<file path="src/rtl/shifter_arbiter.sv">
// shifter_arbiter: shares one combinational 4-bit left shifter (y = a << b) between two
// requesters. Round-robin arbitration over valid/ready handshakes; one registered result
// slot tagged with the id of the requester that produced it.
//
// Ports:
//   clk, rst_n                 clock (rising edge), asynchronous active-low reset
//   req{0,1}_valid_i           requester has an operation
//   req{0,1}_a_i, req{0,1}_b_i operand (4 bits) and shift amount (2 bits)
//   req{0,1}_ready_o           operation accepted this cycle
//   rsp_valid_o                result register holds a result
//   rsp_y_o, rsp_id_o          registered result and the requester that owns it
//   rsp_ready_i                consumer takes the result
//   grant_cnt{0,1}_o           saturating grant counters (only with SHIFTER_ARB_STATS_EN)
//
// Build option: define SHIFTER_ARB_STATS_EN to add the grant counters. Arbitration and
// timing are the same either way.
module shifter_arbiter #(
   parameter bit          PRIO_INIT = 1'b0,
   parameter int unsigned CNT_W     = 8
) (
   input  logic             clk,
   input  logic             rst_n,
   input  logic             req0_valid_i,
   input  logic [3:0]       req0_a_i,
   input  logic [1:0]       req0_b_i,
   output logic             req0_ready_o,
   input  logic             req1_valid_i,
   input  logic [3:0]       req1_a_i,
   input  logic [1:0]       req1_b_i,
   output logic             req1_ready_o,
   output logic             rsp_valid_o,
   output logic [6:0]       rsp_y_o,
   output logic             rsp_id_o,
   input  logic             rsp_ready_i
`ifdef SHIFTER_ARB_STATS_EN
   ,
   output logic [CNT_W-1:0] grant_cnt0_o,
   output logic [CNT_W-1:0] grant_cnt1_o
`endif
);

   typedef enum logic {StEmpty, StFull} state_e;

   state_e     state_q, state_d;
   logic       prio_q, prio_d;
   logic [6:0] rsp_y_q, rsp_y_d;
   logic       rsp_id_q, rsp_id_d;

   logic       open_w;
   logic       gnt0, gnt1, gnt;
   logic [3:0] sh_a;
   logic [1:0] sh_b;
   logic [6:0] sh_y;

   // State register
   always_ff @(posedge clk or negedge rst_n) begin
      if (!rst_n) begin
         state_q  <= StEmpty;
         prio_q   <= PRIO_INIT;
         rsp_y_q  <= 7'd0;
         rsp_id_q <= 1'b0;
      end else begin
         state_q  <= state_d;
         prio_q   <= prio_d;
         rsp_y_q  <= rsp_y_d;
         rsp_id_q <= rsp_id_d;
      end
   end

   // Grant: the slot is open when empty or being drained this cycle, so a full slot can
   // be reloaded back-to-back. The pointer only breaks ties.
   always_comb begin
      open_w = (state_q == StEmpty) | rsp_ready_i;
      gnt0   = 1'b0;
      gnt1   = 1'b0;
      if (open_w) begin
         if (req0_valid_i && req1_valid_i) begin
            gnt0 = ~prio_q;
            gnt1 = prio_q;
         end else begin
            gnt0 = req0_valid_i;
            gnt1 = req1_valid_i;
         end
      end
      gnt = gnt0 | gnt1;
   end

   // Shared shifter, fed by the granted requester
   always_comb begin
      sh_a = gnt1 ? req1_a_i : req0_a_i;
      sh_b = gnt1 ? req1_b_i : req0_b_i;
      sh_y = {3'b000, sh_a} << sh_b;
   end

   // Next state
   always_comb begin
      state_d  = state_q;
      prio_d   = prio_q;
      rsp_y_d  = rsp_y_q;
      rsp_id_d = rsp_id_q;
      if (gnt) begin
         state_d  = StFull;
         prio_d   = ~gnt1;
         rsp_y_d  = sh_y;
         rsp_id_d = gnt1;
      end else if (state_q == StFull && rsp_ready_i) begin
         state_d = StEmpty;
      end
   end

   // Outputs
   always_comb begin
      req0_ready_o = gnt0;
      req1_ready_o = gnt1;
      rsp_valid_o  = (state_q == StFull);
      rsp_y_o      = rsp_y_q;
      rsp_id_o     = rsp_id_q;
   end

`ifdef SHIFTER_ARB_STATS_EN
   localparam logic [CNT_W-1:0] CntOne = {{(CNT_W-1){1'b0}}, 1'b1};

   logic [CNT_W-1:0] cnt0_q, cnt1_q;

   // Saturating grant counters
   always_ff @(posedge clk or negedge rst_n) begin
      if (!rst_n) begin
         cnt0_q <= '0;
         cnt1_q <= '0;
      end else begin
         if (gnt0 && cnt0_q != '1) cnt0_q <= cnt0_q + CntOne;
         if (gnt1 && cnt1_q != '1) cnt1_q <= cnt1_q + CntOne;
      end
   end

   assign grant_cnt0_o = cnt0_q;
   assign grant_cnt1_o = cnt1_q;
`else
   logic unused_cnt_w;
   assign unused_cnt_w = (CNT_W == 0);
`endif

endmodule
</file>
<file path="config.mk">
export PLATFORM = sky130hd
export DESIGN_NAME = shifter_arbiter
export DESIGN_NICKNAME = d
export VERILOG_FILES = /design/src/rtl/shifter_arbiter.sv
export SDC_FILE = /design/constraint.sdc
export NUM_CORES = 1
export LEC_CHECK = 0
export CORE_AREA = 8 8 45 47
export DETAILED_ROUTE_END_ITERATION = 8
export DIE_AREA = 0 0 53 55
export DONT_BUFFER_PORTS = 1
export GPL_TIMING_DRIVEN = 0
export PLACE_DENSITY = 0.66
export SLEW_MARGIN = 15
export SYNTH_ARGS = -nofsm -noshare
export SYNTH_HDL_FRONTEND = slang
export SYNTH_SLANG_ARGS = --single-unit
</file>
<file path="constraint.sdc">
create_clock -name clk -period 3.5 [get_ports clk]
set_clock_uncertainty 0.2 [all_clocks]
set_input_delay 0.7 -clock clk [delete_from_list [all_inputs] [get_ports clk]]
set_output_delay 0.7 -clock clk [all_outputs]
set_load 0.02 [all_outputs]
</file>
== After elaboration in Yosys (flattened, before gate mapping) ==
Cells that the tools add are included.
Word-level totals
  word-level logic and storage cells: 21
  bits of input ports: 17
  output and inout port bits: 11
  flip-flop bits (word level): 10
Operators by class
  mux-type cells: 8
  shift-type cells: 1
  reductions and logical operators: 3
  bitwise gates (word level): 5
Operators with widths (number)
  4-bit by 2-bit left shift with 7-bit output: 1
  1-bit two-way mux: 6
  4-bit two-way mux: 1
  1-bit NOT: 3
  1-bit logical AND: 2
  2-bit two-way mux: 1
  1-bit OR: 2
  2-bit nonzero test: 1

== Logic depth before layout (Yosys ltp) ==
  word-level depth: 5
  gate-level depth with buffers: 6
  mapped depth without buffers: 5

== Worst setup path before layout ==
Ideal clock, no wire load.
  path kind: in2out
  start point: input rsp_ready_i
  end point: output req0_ready_o
  cell stages on the path: 5
  buffers on the path: 1
  data arrival time: 1.467 ns
  slack: 1.133 ns
  required time: 2.600 ns
  cell sequence: nand2b_1 > buf_4 > nand3_2 > inv_2 > nor2_2
On the way
  cells in the longest elaborated chain, start to end: 2
Ends and longest elaborated chain
  start, declared: line 34  | input logic rsp_ready_i
  1-bit OR: line 73  | open_w = (state_q == StEmpty) | rsp_ready_i;
  1-bit two-way mux: line 76  | if (open_w) begin
  end, declared: line 26  | output logic req0_ready_o,
Every way passes these cells.

== Final worst setup path ==
Ends and elaborated chain as after synthesis.

==> flow_summary_export.csv <==
group,metric,value,unit
clock_tree,worst_skew_pair.late_latency,0.25,ns
global_route,grt_max_degree,11,
layout,final_cell_mix,"nand2_1, dfrtp_1, mux2i_1",
synth,avgSynthCellArea,9.29,µm²
power,internal_power,0.208,mW
layout,final_common_cell,"nand2_1",
layout,multi_input_area,382,µm²
routing,routed_via_density,5.91,
routing,totalWireLength,1560,µm
synth,synth.net_count,90,
global_route,antenna_found_initial,0,
power,clkPwrFrac,0.224,
synth,syn_inst,73,
clock_tree,hold_buffers,1,
worst_setup_path,crit_fanout,8,
layout,drive_above_1_share,0.182,
routing,dr_wl_met3,176,µm
global_route,overflow,0,
clock_tree,ctsRootBufferMaster,"clkbuf_4",
clock_tree,numCtsBuffers,3,
clock_tree,cts_resized,0,
routing,wl_met2,724,µm
sta,setup_tns,0,ns
clock_tree,cts_sinks,10,
power,switching_share,0.350,
worst_setup_path,crit_family,"simple AND/OR/NAND/NOR gates",
worst_setup_path,worst-setup-path-type,"primary input to primary output",
layout,n_antenna_cell,0,
hold_path,hp-class,"flop to flop",
power,comb_power_share,0.238,
die,io_pins,28,
power,switchingPower,0.112,mW
sta,setup_viol,0,
power,power_density,438,nW/µm²
die,start_util,0.490,
global_route,first_global_vias,556,
sta,drv_slew,0,
sta,hold_viol,0,
sta,slew_headroom,0.707,
die,die_w,53,µm
clock_tree,htreeDepth,1,
global_route,track_usage,0.117,
run_status,status,"complete, no violations",
worst_setup_path,required,2.60,ns
place,port_buffers,0,
layout,regArea,250,µm²
place,pre_cts_ws,1.01,ns
routing,vias,550,
layout,final_util,0.528,
routing,drt-initial-drc-count,18,
power,ir_drop,0.000143,V
synth,synthesis.area,678,µm²
global_route,grt_pass1_wl,2590,µm
worst_setup_path,slowest_delay,0.36,ns
sta,rsz0062_at_grt,"no",
routing,postRouteAntennaNets,0,
run,cap_violations,0,
routing,top_layer,"met4",
die,die_y,55,µm
clock_tree,cts_setup_buffers,0,
worst_setup_path,crit_buf_inv,2,
sta,finalWorstSetupSlack,1.01,ns
place,dp_hpwl,1270,µm
synth,synth_warnings,0,
routing,wl_per_cell,16.8,µm
synth,synth-seq-area-share,0.369,
clock_tree,tritoncts,"done",
die,die_area,2920,µm²
worst_setup_path,cpMaxStageDelayCell,"nor2_2",
sta,period_needed,2.49,ns
clock_tree,clkTransAtPathRegs,0.06,ns
place,gp_congestion,0.784,
routing,wl_met1,638,µm
worst_setup_path,worstSetupStartpointType,"primary input",
sta,max_freq,402,MHz
power,leakagePower,0.333,nW
die,core,1380,µm²
routing,firstDrtPassIters,4,
synth,synth_cell_types,29,
worst_setup_path,path_cells,"nand2b_1, buf_4, nand3_2, inv_2, nor2_2",
die,row_count,14,
sta,min_period_over_period,0.710,
layout,fin_nets,96,
power,p_seq_frac,0.538,
worst_setup_path,critPathArrivalTime,1.59,ns
clock_tree,cts.path.max_buffers,2,
sta,worst_pin_slew,0.438,ns
layout,nFillCells,125,
routing,post-route-drc-count,0,
layout,synthToLayoutAreaGrowth,7.75,%
worst_setup_path,end_kind,"primary output",
synth,synth_seq_cells,10,
[synthesized netlist by cell type, drive strengths merged]
cell type	count	share of area
nand2	11	0.061
dfrtp	10	0.37
mux2i	9	0.13
o21ai	6	0.050
buf	5	0.050
a221o	3	0.044
a31oi	3	0.028
nand2b	3	0.028
nand3	3	0.030
nor2	3	0.020
a211oi	2	0.022
a21oi	2	0.015
inv	2	0.011
mux2	2	0.039
nand3b	2	0.022
nor3b	2	0.022
a311oi	1	0.013
a41oi	1	0.013
clkbuf	1	0.0074
nor2b	1	0.0092
o211a	1	0.015
[metal layers]
layer	vias up	global-route usage
li1	276	-
met1	251	0.149
met2	21	0.174
met3	2	0.0348
met4	0	0.0647
met5	-	0
[flip-flops by register name, summed over array words and instances, names as in the netlist]
name,count
rsp_valid_o,1
rsp_y_o,7
prio_q,1
rsp_id_o,1
[power groups by stage]
| stage | logic, mW | clock network [mW] | registers (mW) |
|---|---|---|---|
| after floorplan | 0.0631 | 0 | 0.169 |
| after global placement | 0.0720 | 0 | 0.174 |
| after detailed placement | 0.0738 | 0 | 0.175 |
| after CTS | 0.0771 | 0.0757 | 0.173 |
| after global routing | 0.0862 | 0.0816 | 0.176 |
| final | 0.0763 | 0.0717 | 0.172 |
[final timing paths]
| check | startpoint | to | slack [ns] | depth (start not counted) |
|---|---|---|---|---|
| setup / recovery | rsp_ready_i | req0_ready_o | 1.01 | 5 |
| hold / removal | prio_q | prio_q | 0.29 | 1 |
| setup reg to reg | rsp_valid_o | rsp_y_o[4] | 1.66 | 6 |
| hold reg to reg | prio_q | prio_q | 0.29 | 1 |
| max in group asynchronous | rst_n | rsp_valid_o | 2.17 | 1 |
| min in group asynchronous | rst_n | rsp_y_o[6] | 0.63 | 1 |
[stage by stage]
stage	cell area, µm²	power, mW	hold WS [ns]	cells
after floorplan	678	0.232	0.204	73
after global placement	698	0.246	0.205	89
after detailed placement	698	0.248	0.205	89
after CTS	731	0.326	0.285	93
after global routing	731	0.344	0.339	93
final	731	0.320	0.291	93
[cells by family after synthesis]
logic type / count (synthesis) / synth area share
flops: 10 / 0.369
buf+inv: 8 / 0.0682
compound gates: 19 / 0.199
mux: 11 / 0.172
simple gates: 25 / 0.192
[final cells by class]
cell class	instances	area share
repair buffers	1	0.0137
plain buffers	6	0.0531
clock buffers	3	0.0308
multi-input cells	55	0.522
well taps	16	0.0274
inverters	2	0.0103
flip-flops and latches	10	0.342
Power figures use the tool's default switching activity.
